--- config.mk ---
export PLATFORM = sky130hd
export DESIGN_NAME = mul_div_unit
export DESIGN_NICKNAME = d
export VERILOG_FILES = /design/src/rtl/mips_defs.sv /design/src/rtl/mul_div_datapath.sv /design/src/rtl/mul_div_unit.sv
export SDC_FILE = /design/constraint.sdc
export NUM_CORES = 1
export LEC_CHECK = 0
export ABC_AREA = 1
export BUFFER_PORTS_ARGS = -buffer_cell sky130_fd_sc_hd__buf_2
export CAP_MARGIN = 10
export CORE_MARGIN = 1
export CORE_UTILIZATION = 40
export CTS_CLUSTER_DIAMETER = 120
export DETAILED_ROUTE_END_ITERATION = 8
export GPL_ROUTABILITY_DRIVEN = 0
export PLACE_DENSITY_LB_ADDON = 0.08
export SLEW_MARGIN = 20
export SYNTH_ARGS = -nofsm -noshare
export SYNTH_HDL_FRONTEND = slang
export SYNTH_SLANG_ARGS = --single-unit
--- constraint.sdc ---
create_clock -name Clk -period 12.9 [get_ports Clk]
set_input_delay 3.87 -clock Clk [delete_from_list [all_inputs] [get_ports Clk]]
set_output_delay 3.87 -clock Clk [all_outputs]
set_load 0.01 [all_outputs]
--- src/rtl/mips_defs.sv ---
// Shared definitions for the MIPS execute-stage multiply/divide unit.
// Holds the operation encodings, the FSM state encodings and the default width.
package mips_defs;

  localparam int WIDTH_DEF = 32;
  localparam int CNT_W_DEF = 6;

  typedef enum logic [1:0] {
    OP_MULT  = 2'b00,
    OP_MULTU = 2'b01,
    OP_DIV   = 2'b10,
    OP_DIVU  = 2'b11
  } op_t;

  typedef enum logic [1:0] {
    S_IDLE = 2'b00,
    S_PREP = 2'b01,
    S_RUN  = 2'b10,
    S_FIX  = 2'b11
  } state_t;

endpackage

--- src/rtl/mul_div_datapath.sv ---
// Magnitude datapath for the multiply/divide unit: operand conditioning,
// one-bit-per-cycle shift-add / restoring shift-subtract, and sign correction.
module mul_div_datapath
  import mips_defs::*;
#(
  parameter int WIDTH = WIDTH_DEF
) (
  input  logic             clk,
  input  logic             rst,
  input  logic [1:0]       op,
  input  logic [WIDTH-1:0] a,
  input  logic [WIDTH-1:0] b,
  input  logic             prep,
  input  logic             step,
  output logic [WIDTH-1:0] res_hi,
  output logic [WIDTH-1:0] res_lo
);

  logic [2*WIDTH-1:0] acc;
  logic [WIDTH-1:0]   opnd;
  logic               neg_q;
  logic               neg_r;
  logic               is_div;

  logic               sgn_a;
  logic               sgn_b;
  logic [WIDTH-1:0]   abs_a;
  logic [WIDTH-1:0]   abs_b;
  logic [WIDTH:0]     sum;
  logic [2*WIDTH-1:0] mul_next;
  logic [WIDTH:0]     shifted;
  logic               ge;
  logic [WIDTH-1:0]   new_rem;
  logic [2*WIDTH-1:0] div_next;
  logic [2*WIDTH-1:0] prod;
  logic [WIDTH-1:0]   quo;
  logic [WIDTH-1:0]   rem;

  // op[0] clear selects the signed variants.
  assign sgn_a = ~op[0] & a[WIDTH-1];
  assign sgn_b = ~op[0] & b[WIDTH-1];
  assign abs_a = sgn_a ? -a : a;
  assign abs_b = sgn_b ? -b : b;

  // Multiply: low half holds the remaining multiplier bits, upper half the
  // partial product; the carry of the add shifts in from the top.
  assign sum      = {1'b0, acc[2*WIDTH-1:WIDTH]} + (acc[0] ? {1'b0, opnd} : '0);
  assign mul_next = {sum, acc[WIDTH-1:1]};

  // Divide: upper half is the partial remainder, low half shifts the dividend
  // out and the quotient bits in.
  assign shifted  = {acc[2*WIDTH-1:WIDTH], acc[WIDTH-1]};
  assign ge       = (shifted >= {1'b0, opnd});
  assign new_rem  = ge ? (shifted[WIDTH-1:0] - opnd) : shifted[WIDTH-1:0];
  assign div_next = {new_rem, acc[WIDTH-2:0], ge};

  always_ff @(posedge clk or posedge rst) begin
    if (rst) begin
      acc    <= '0;
      opnd   <= '0;
      neg_q  <= 1'b0;
      neg_r  <= 1'b0;
      is_div <= 1'b0;
    end else if (prep) begin
      acc    <= {{WIDTH{1'b0}}, abs_a};
      opnd   <= abs_b;
      neg_q  <= sgn_a ^ sgn_b;
      neg_r  <= sgn_a;
      is_div <= op[1];
    end else if (step) begin
      acc <= is_div ? div_next : mul_next;
    end
  end

  assign prod = neg_q ? -acc : acc;
  assign quo  = neg_q ? -acc[WIDTH-1:0] : acc[WIDTH-1:0];
  assign rem  = neg_r ? -acc[2*WIDTH-1:WIDTH] : acc[2*WIDTH-1:WIDTH];

  always_comb begin
    res_hi = prod[2*WIDTH-1:WIDTH];
    res_lo = prod[WIDTH-1:0];
    if (is_div) begin
      res_hi = rem;
      res_lo = quo;
    end
  end

endmodule

--- src/rtl/mul_div_unit.sv ---
// Iterative MULT/MULTU/DIV/DIVU unit owning HI/LO. Start is taken only in IDLE;
// Busy covers PREP..FIX and Done pulses for one cycle as HI/LO take a result.
module mul_div_unit
  import mips_defs::*;
#(
  parameter int WIDTH = WIDTH_DEF,
  parameter int CNT_W = CNT_W_DEF
) (
  input  logic             Clk,
  input  logic             Reset,
  input  logic             Start,
  input  logic [1:0]       Op,
  input  logic [WIDTH-1:0] OperandA,
  input  logic [WIDTH-1:0] OperandB,
  input  logic             Flush,
  input  logic             WriteHi,
  input  logic             WriteLo,
  input  logic [WIDTH-1:0] WriteData,
  output logic             Busy,
  output logic             Done,
  output logic             DivByZero,
  output logic [WIDTH-1:0] Hi,
  output logic [WIDTH-1:0] Lo,
  output state_t           DbgState
);

  state_t           state;
  state_t           state_next;
  logic [CNT_W-1:0] cnt;
  logic [1:0]       op_q;
  logic [WIDTH-1:0] a_q;
  logic [WIDTH-1:0] b_q;
  logic [WIDTH-1:0] hi_q;
  logic [WIDTH-1:0] lo_q;
  logic             done_q;
  logic             dbz_q;
  logic             dz;
  logic [WIDTH-1:0] res_hi;
  logic [WIDTH-1:0] res_lo;

  assign dz = op_q[1] && (b_q == '0);

  always_comb begin
    state_next = state;
    unique case (state)
      S_IDLE: if (Start && !Flush) state_next = S_PREP;
      S_PREP: state_next = Flush ? S_IDLE : (dz ? S_FIX : S_RUN);
      S_RUN:  if (Flush) state_next = S_IDLE;
              else if (cnt == CNT_W'(1)) state_next = S_FIX;
      S_FIX:  state_next = S_IDLE;
      default: state_next = S_IDLE;
    endcase
  end

  always_ff @(posedge Clk or posedge Reset) begin
    if (Reset) begin
      state  <= S_IDLE;
      cnt    <= '0;
      op_q   <= '0;
      a_q    <= '0;
      b_q    <= '0;
      hi_q   <= '0;
      lo_q   <= '0;
      done_q <= 1'b0;
      dbz_q  <= 1'b0;
    end else begin
      state  <= state_next;
      done_q <= 1'b0;
      dbz_q  <= 1'b0;
      if (state == S_IDLE && Start && !Flush) begin
        op_q <= Op;
        a_q  <= OperandA;
        b_q  <= OperandB;
      end
      if (state == S_PREP) cnt <= CNT_W'(WIDTH);
      else if (state == S_RUN) cnt <= cnt - 1'b1;
      // A flush in FIX drops the result; MTHI/MTLO only land while idle.
      if (state == S_FIX && !Flush) begin
        hi_q   <= dz ? a_q : res_hi;
        lo_q   <= dz ? {WIDTH{1'b1}} : res_lo;
        done_q <= 1'b1;
        dbz_q  <= dz;
      end else if (state == S_IDLE) begin
        if (WriteHi) hi_q <= WriteData;
        if (WriteLo) lo_q <= WriteData;
      end
    end
  end

  mul_div_datapath #(.WIDTH(WIDTH)) u_datapath (
    .clk    (Clk),
    .rst    (Reset),
    .op     (op_q),
    .a      (a_q),
    .b      (b_q),
    .prep   (state == S_PREP),
    .step   (state == S_RUN),
    .res_hi (res_hi),
    .res_lo (res_lo)
  );

  assign Busy      = (state != S_IDLE);
  assign Done      = done_q;
  assign DivByZero = dbz_q;
  assign Hi        = hi_q;
  assign Lo        = lo_q;
  assign DbgState  = state;

endmodule

; ---- Word-level counts from Yosys, hierarchy flattened
; Index checks and enable logic that the tools add are counted.
[op_classes]
n_addsub = 8
magnitude_cmp = 1
eq_ne = 6
muxes = 30
n_bitwise = 4
reduce_logical = 16
[op_table]
columns = operator, n
row1 = $mux W32, 16
row2 = $mux W64, 4
row3 = $neg A32 Y32, 4
row4 = $neg A64 Y64, 1
row5 = $add A32 B33 Y33, 1
row6 = $ge A33 B32 Y1, 1
row7 = $logic_not A32 Y1, 1
row8 = $sub A32 B32 Y32, 1
row9 = $mux W6, 2
row10 = $reduce_bool A2 Y1, 5
row11 = $mux W2, 4
row12 = $pmux W2 S4, 1
row13 = $eq A6 B1 Y1 const B, 1
row14 = $reduce_and A2 Y1, 3
row15 = $sub A6 B1 Y6 const B, 1
row16 = $logic_and A1 B1 Y1, 5
row17 = $eq A2 B2 Y1 const B, 2
row18 = $mux W1, 3
row19 = $ne A3 B3 Y1 const B, 1
row20 = $and A1 B1 Y1, 2
row21 = $eq A2 B1 Y1 const B, 1
row22 = $logic_not A2 Y1, 1
row23 = $ne A2 B2 Y1 const B, 1
row24 = $logic_not A1 Y1, 1
row25 = 2 further kinds, 2
[word_totals]
ff_bits = 239
inputBits = 104

; ---- Depth between registers and ports, before layout
; Gate-level depths: netlist of the first run.
[depth]
ltp_word = 5
ltp_mapped = 21
mapped_depth_nobuf = 20

; ---- Cells and area by module
; From an unflattened synthesis of the first run, not the netlist that was laid out.
[hier_totals]
hier_cells = 3626
area_unflattened_um2 = 22704.3
[by_module_without_submodules]
columns = mod, instances, cells_each, area_each_um2, seq_area_each_um2
row1 = mul_div_datapath, 1, 2780, 15074.5, 2477.4
row2 = mul_div_unit, 1, 846, 7629.8, 3503.4

; ---- Worst setup path before layout of the first run
; No wires, ideal clock.
[synth_timing]
path_kind = input port to flip-flop
startpoint = input Flush
endpoint = register lo_q[16], in the netlist Lo[16]
setup_ns = 0.071
t_arrival_ns = 4.986
slack_ns = 7.843
stages = 7
n_path_buf = 2
cell_sequence = nor2_1 inv_2 nand2_1 buf_2 clkbuf_1 nand3_1 nand4_1
[synth_via]
elab_chain_cells = 4
[synth_lines]
columns = element, line
row1 = from (decl), mul_div_unit.sv:15  ; input logic Flush,
row2 = $logic_not A1 Y1 *, mul_div_unit.sv:78  ; if (state == S_FIX && !Flush) begin
row3 = $logic_and A1 B1 Y1 *, mul_div_unit.sv:78
row4 = $reduce_bool A2 Y1 (no line), -
row5 = $reduce_and A2 Y1 (no line), -
row6 = to (signal assigned), mul_div_unit.sv:80  ; lo_q <= dz ? {WIDTH{1'b1}} : res_lo;
row7 = to (signal assigned), mul_div_unit.sv:85  ; if (WriteLo) lo_q <= WriteData;
row8 = to (decl), mul_div_unit.sv:34  ; logic [WIDTH-1:0] lo_q;
; Every way passes the cells marked *; elsewhere a longest branch is shown, timed or not.
; A chain may end at the register's enable or synchronous reset.

; ---- Final worst setup path of the first run
[layout_timing]
startpoint = input Flush
endpoint = register lo_q[21], in the netlist Lo[21]
; The elaborated chain is that of the path after synthesis.

==> results.md, run 1 <==
- Clock Power Share: about an eighth
- Proportion of synthesized chip area in sequential cells: between 20% and 30%
- Height of the chip: between 200 and 250 µm
- Global router's overall resource usage: 31.0%
- Number of global-route vias before repair: 20914
- Worst EP arrival: 7120 ps
- H-tree Lvls: 1
- Reported leakage power: ~11 nW
- Mean Syn Cell Area: between 6 and 7 µm²
- Peak VDD IR: 159 µV
- First-pass detailed-route iteration total: 8
- Worst-margin pin slew: just over 1000 ps
- Post-CTS repair timing setup buffer count: 0
- Count of endpoints failing setup in the final report: 0
- Aggregate global routing overflow: 0
- Classification of the worst setup path: in2reg
- Number of enable-type register cells in the synthesized netlist: 0
- Final HPWL DP: 63.5 mm
- WL/cell: between 20 and 25 µm
- Peak per-stage delay on the critical path: approximately 760 ps
- Post-synthesis register bit count: between 200 and 250
- Fraction of the core area covered by cells at the end of the flow: between 40% and 50%
- Setup TNS: 0 ps
- Insertion delay of the later-clocked pin in the worst-skew pair: a little over 600 ps
- Pre-CTS setup slack: between 5000 and 6000 ps
- Number of buffers on the longest clock path: 3
- Highest metal layer used by the detailed router: met5
- Finished Cell Area: around 23000 µm²
- Layout Area Growth over Synthesis: 11.3%
- Distinct cell type count after synthesis: between 50 and 60
- Flop pwr share: about a quarter
- Comb power frac: 62.5%
- Clock Skews: a little over 30 ps
- Post-Synthesis Cell Area: 20500 µm²
- Number of instances in the synthesized netlist: between 3000 and 4000
- Antenna Violating Nets Remaining: 0
- Inserted Clock Buffers: 30
- Pwr/cell area: just under 300 nW/µm²
- Count of cells resized by post-cts repair: 0
- Total routed wire length on the met1 layer: 38.0 mm
- Final period util: between 50 and 60%
- Total core area: 50400 µm²
- Async SR Flop Fraction: 100%
- Starting density of the core: about two fifths
- Fillcell total: ~5400
- Master of the slowest instance on the critical path: nand2_1
- Top-level port count: ~170
- Cell chosen for the clock root: clkbuf_16
- Peak Freq: approximately 150 MHz
- Count of routing violations after the opening detailed-route iteration: 2408
- Largest area contributor in the netlist: dfrtp_1
- Fraction of synthesized cell area taken by the top area cell type: a little under 30%
- Cell types with the largest area share after synthesis: dfrtp_1, nand2_1, nor2_1
- Relative slew slack: ~32%
- Worst setup EP type: flop
- Clock sinks: around 240
- Post-placement cell area: approximately 22000 µm²
- Final number of max-transition violations: 0
- Proportion of total power due to net switching: a little under three fifths
- Port buffer count: around 170
- Internal power of the cells: 0.00291 W
- Yosys synthesis warning count: 0
- Largest fanout of any net on the critical path: between 40 and 50
- Pin count of the biggest net entering global routing: roughly 130
- Hold Violations, Final: 0
- Global-route wire length before repair: roughly 130 mm
- Setup repair after global routing missed its margin: no
- Die Area: approximately 52000 µm²
- Met2 wirelength from detailed routing: 32.9 mm
- Row Count: 82
- Average vias per placed instance: between 5 and 6
- Initial antenna violation count: 1
- Hold Crit Class: reg2reg
- Clock transition at path regs: about 60 ps
- Run status: complete, no violations
- Fraction of layout instances using a drive strength above 1: around 12%
- Minimum clock period: around 6700 ps
- Max-cap check violation count: 0
- Number of remaining DRC errors: 0
- Die width: roughly 230 µm
- Post-Route WL: 82.0 mm
- Most used flip-flop cell after synthesis: dfrtp_1
- Total net switching power: around 0.0037 W
- Post-synthesis net count: ~3400
- Final critical-path setup slack: between 6000 and 7000 ps
- Net total in the final layout: approximately 3500
- CP startpoint kind: primary input
- Number of antenna cells inserted: 0
- Metal3 WL: roughly 8.3 mm
- Critical Path, Cell by Cell: buf_2 > nor2_4 > buf_4 > inv_2 > buf_4 > nand2_1 > inv_2 > a21oi_1 > o21ai_0
- Endpoint required time on the critical path: ~13000 ps
- TritonCTS clock tree: built
- CTS hold repair buffers: 0
- Via count of the routed design: 22287
cell usage in the layout (no fill, tap or decap), types with 11 or more instances in the layout:
master / netlist / final
a21oi_2: 14 / 14
nand2_1: 874 / 873
inv_1: 367 / 365
a21oi_1: 242 / 242
dfrtp_1: 239 / 237
o211ai_1: 17 / 17
nand3b_1: 19 / 19
nor2_4: 14 / 15
ha_1: 74 / 73
nor2_1: 410 / 407
o21ai_1: 34 / 34
nor3_1: 35 / 35
buf_2: 17 / 172
buf_4: 4 / 17
nand3_2: 21 / 21
o21ai_0: 191 / 191
nand2_2: 18 / 18
inv_2: 14 / 15
nor2_2: 20 / 22
a31oi_1: 21 / 21
o2111ai_1: 14 / 14
nand4_1: 43 / 43
clkbuf_16: 0 / 30
nand3_1: 272 / 272
xnor2_1: 11 / 11
xor2_1: 40 / 40
final cells by class:
type	count	area, µm²	share of cell area, %
sequential	239	5980	26.2
clock inverter	8	118	0.516
clock buffer	46	871	3.82
multi-input combinational	2474	12500	54.9
timing repair buffer	190	1020	4.45
inverter	384	1450	6.35
tap	672	841	3.69
cell families after synthesis:
family	count (synthesis)	share of synthesized area [%]
compound gates	577	15.6
simple gates	1760	38.0
mux	10	0.549
fa+ha+maj	76	4.71
xor+xnor	51	2.18
buf+inv	502	9.78
flops	239	29.2
synth_stat cells (4+ instances only):
library cell / n
ha_1: 74
mux2_2: 10
inv_2: 14
nand2_4: 6
nand2_1: 874
a21oi_1: 242
o21bai_1: 7
xor2_1: 40
nor2_1: 410
xnor2_1: 11
nor3_4: 4
nand3_1: 272
clkbuf_1: 71
nor3_1: 35
o2111ai_1: 14
o21ai_0: 191
a31oi_1: 21
buf_1: 16
a21o_1: 5
o211ai_1: 17
buf_4: 4
a21oi_2: 14
nand3b_1: 19
o21a_1: 5
o21ai_2: 4
nor4_1: 6
nand3_2: 21
nor2_4: 14
o21ai_1: 34
buf_2: 17
a22oi_1: 10
inv_1: 367
buf_6: 9
dfrtp_1: 239
nand2_2: 18
nor2_2: 20
nand4_1: 43
power groups by stage:
stage	combinational (W)	clock, W	sequential [W]
global placement	0.00399	0	0.00161
floorplan	0.00286	0	0.00144
finish	0.00414	0.000862	0.00163
CTS	0.00404	0.000874	0.00161
detailed placement	0.00402	0	0.00162
global route	0.00457	0.000904	0.00167
metal layers:
layer | vias up | GRT usage [%]
met1 | 10394 | 46.6
li1 | 10684 | -
met5 | - | 0
met3 | 134 | 6.85
met2 | 1071 | 43.5
met4 | 4 | 9.67
path summary, 6_finish.rpt:
path | startpoint | end | slack, ps | cells after the start
max | Flush | Lo[21] | 6220 | 9
min | Lo[3] | Lo[3] | 500 | 2
max reg2reg | DbgState[0] | Lo[4] | 8970 | 10
min reg2reg | Lo[3] | Lo[3] | 500 | 2
max in group asynchronous | Reset | u_datapath.is_div | 8190 | 4
min in group asynchronous | Reset | u_datapath.acc[61] | 3260 | 2
sequential cells by signal (all words and copies together) (netlist names), 2 cells and up:
name,count
u_datapath.acc,64
cnt,6
Hi,32
DbgState,2
u_datapath.opnd,32
op_q,2
a_q,32
Lo,32
b_q,32
through the flow:
step | instances | total power (W) | hold slack, ps
detailed placement | 3958 | 0.00564 | 491
global placement | 3958 | 0.00561 | 496
finish | 4013 | 0.00663 | 502
floorplan | 3215 | 0.00430 | 473
CTS | 4012 | 0.00652 | 506
global route | 4013 | 0.00714 | 533
critical path, delay by kind of cell:
family	cells	cell delay [ps]
buffers and inverters	5	1990
AO/OA/AOI/OAI	2	340
AND/OR/NAND/NOR	2	860
Note: power is estimated with default switching activity, not from simulation.
==> inputs of run 2 (changes only) <==
==> constraint.sdc (replaced) <==
create_clock -name Clk -period 6 [get_ports Clk]
set_input_delay 1.8 -clock Clk [delete_from_list [all_inputs] [get_ports Clk]]
set_output_delay 1.8 -clock Clk [all_outputs]
set_load 0.01 [all_outputs]
==> results.md, run 2 (synthesized netlist as in run 1, its figures left out) <==
- Most frequent cells in the layout: nand2_1, nor2_1, inv_1
- Final number of max-transition violations: 0 (unchanged)
- Clock sinks: 239 (unchanged)
- Height of the chip: 228 µm (unchanged)
- Cell chosen for the clock root: clkbuf_16
- Row Count: 82 (unchanged)
- Die width: 228 µm (unchanged)
- Worst setup EP type: output pin
- WL/cell: 20.7 µm (+1.3%)
- Setup repair after global routing missed its margin: no
- Comb power frac: 61.7% (-0.8 points)
- Pwr/cell area: 630 nW/µm² (+120%)
- Classification of the worst setup path: reg2out
- Top-level port count: 173 (unchanged)
- Antenna Violating Nets Remaining: 0 (unchanged)
- Hold Violations, Final: 0 (unchanged)
- Clock transition at path regs: 60 ps (about the same)
- Non-Filler Instances: 4016 (+0.075%)
- Post-Route WL: 83.2 mm (+1.4%)
- Placed Cells: 3960 (+0.051%)
- Minimum clock period: a little under 4000 ps
- Global-route wire length before repair: 127 mm (+1.5%)
- Total core area: 50400 µm² (unchanged)
- Crit path to: Busy
- CP startpoint kind: flop
- Global router's overall resource usage: 31.4% (+0.39 points)
- Peak Freq: 257 MHz
- CTS hold repair buffers: 0 (unchanged)
- Reg2reg path depth: 19 (+9)
- Number of cells on the worst hold path: 2 (unchanged)
- Final HPWL DP: 64.2 mm (+1.0%)
- Hold Crit Class: reg2reg
- Reported leakage power: 11.4 nW (+0.38%)
- H-tree Lvls: 1 (unchanged)
- Layout Area Growth over Synthesis: 11.7%
- Total net switching power: 0.00807 W (+120%)
- Max-cap check violation count: 0 (unchanged)
- Run status: complete, no violations
- Most frequent standard cell in the layout excluding fill and tap cells: nand2_1
- Flop2flop setup slack: 2480 ps (-6490 ps)
- Fraction of layout instances using a drive strength above 1: 11.8% (+0.20 points)
- Count of endpoints failing setup in the final report: 0 (unchanged)
- Endpoint of the most critical register-to-register path: u_datapath.acc[55]
- Starting density of the core: 40.7% (unchanged)
- Number of buffers on the longest clock path: 3 (unchanged)
- Flip-flop count of the largest register after layout: 64 (unchanged)
- Proportion of total power due to net switching: 55.9% (-0.22 points)
- Fraction of the core area covered by cells at the end of the flow: 45.5% (+0.17 points)
- Via count of the routed design: 22599 (+1.4%)
- Pin count of the biggest net entering global routing: 135 (+2.3%)
- First-pass detailed-route iteration total: 8 (unchanged)
- Final period util: about 65%
- Count of cells resized by post-cts repair: 0 (unchanged)
- Number of remaining DRC errors: 0 (unchanged)
- Worst-margin pin slew: 1030 ps (+11.5 ps)
- Aggregate global routing overflow: 0 (unchanged)
- Number of global-route vias before repair: 20918 (+0.019%)
- Initial antenna violation count: 2 (+1)
- Worst setup path startpoint: DbgState[1]
- Average vias per placed instance: 5.63 (+1.3%)
- Inserted Clock Buffers: 31 (+3.3%)
- Worst EP arrival: 2090 ps (-5030 ps)
- Beginning of the worst register-to-register path: u_datapath.acc[0]
- Count of routing violations after the opening detailed-route iteration: 2421 (+0.54%)
- Endpoint required time on the critical path: 4200 ps (-9140 ps)
- Largest fanout of any net on the critical path: 5 (-89%)
- TritonCTS clock tree: built
- Net total in the final layout: 3501 (+0.057%)
- Internal power of the cells: 0.00635 W (+120%)
- Relative slew slack: 31.5% (-0.77 points)
- Number of antenna cells inserted: 0 (unchanged)
- Setup TNS: 0 ps (unchanged)
- Insertion delay of the later-clocked pin in the worst-skew pair: 610 ps (about the same)
- Die Area: 52200 µm² (unchanged)
- Peak VDD IR: 440 µV (+180%)
- Post-CTS repair timing setup buffer count: 0 (unchanged)
- Top register by number of flip-flops: u_datapath.acc
- Clock Skews: 21.1 ps (-9.19 ps)
- Port buffer count: 172 (unchanged)
- Flop pwr share: 24.4% (about the same)
- Clock Power Share: 13.9% (+0.9 points)
## run 2: cell count changes in the layout (fill, tap and decap cells not counted), moves of 2 or more
cell | previous run | this run
clkbuf_1 | 10 | 6
clkinv_4 | 0 | 3
buf_12 | 0 | 2
bufinv_16 | 2 | 4
## run 2: how the worst min path moves through the flow
stage,slack [ps],end,from
3_3_place_gp,490,Lo[3],Lo[3]
5_1_grt,530,Lo[3],Lo[3]
4_1_cts,510,Lo[5],Lo[5]
2_1_floorplan,470,cnt[5],cnt[5]
6_report,510,Lo[5],Lo[5]
3_5_place_dp,490,Lo[5],Lo[5]
## run 2: area by class of cell
cell class                 count  area (µm²)
fill                        5378       27500
multi-input combinational   2474       12500
sequential                   239        5980
inverter                     384        1450
timing repair buffer         191        1030
clock buffer                  42         867
tap                          672         841
clock inverter                14         199
## run 2: layer usage
layer | global-route usage, % | wire (µm)
met4 | 9.08 | 2480
met3 | 7.39 | 9020
met1 | 47.2 | 38300
met2 | 44.0 | 33400
met5 | 0 | 13
## run 2: critical path, stage by stage, from the launching register on
cell and delay [ps]:
dfrtp_1 430, inv_1 110, ha_1 590, inv_1 160
buf_2 180
## run 2: per-stage QoR
stage	setup WS [ps]	power (W)	instance area [µm²]	hold WS, ps
after global placement	2180	0.0121	21800	489
after global routing	2040	0.0155	22900	534
after CTS	2150	0.0142	22900	508
after detailed placement	2160	0.0122	21800	493
after floorplan	1070	0.00925	20500	473
final	2110	0.0144	22900	507
## run 2: power groups by stage
stage	registers (W)	clock network [W]	logic, W
finish	0.00352	0.00200	0.00890
global route	0.00360	0.00208	0.00984
CTS	0.00348	0.00202	0.00872
detailed placement	0.00350	0	0.00868
global placement	0.00349	0	0.00861
floorplan	0.00309	0	0.00615
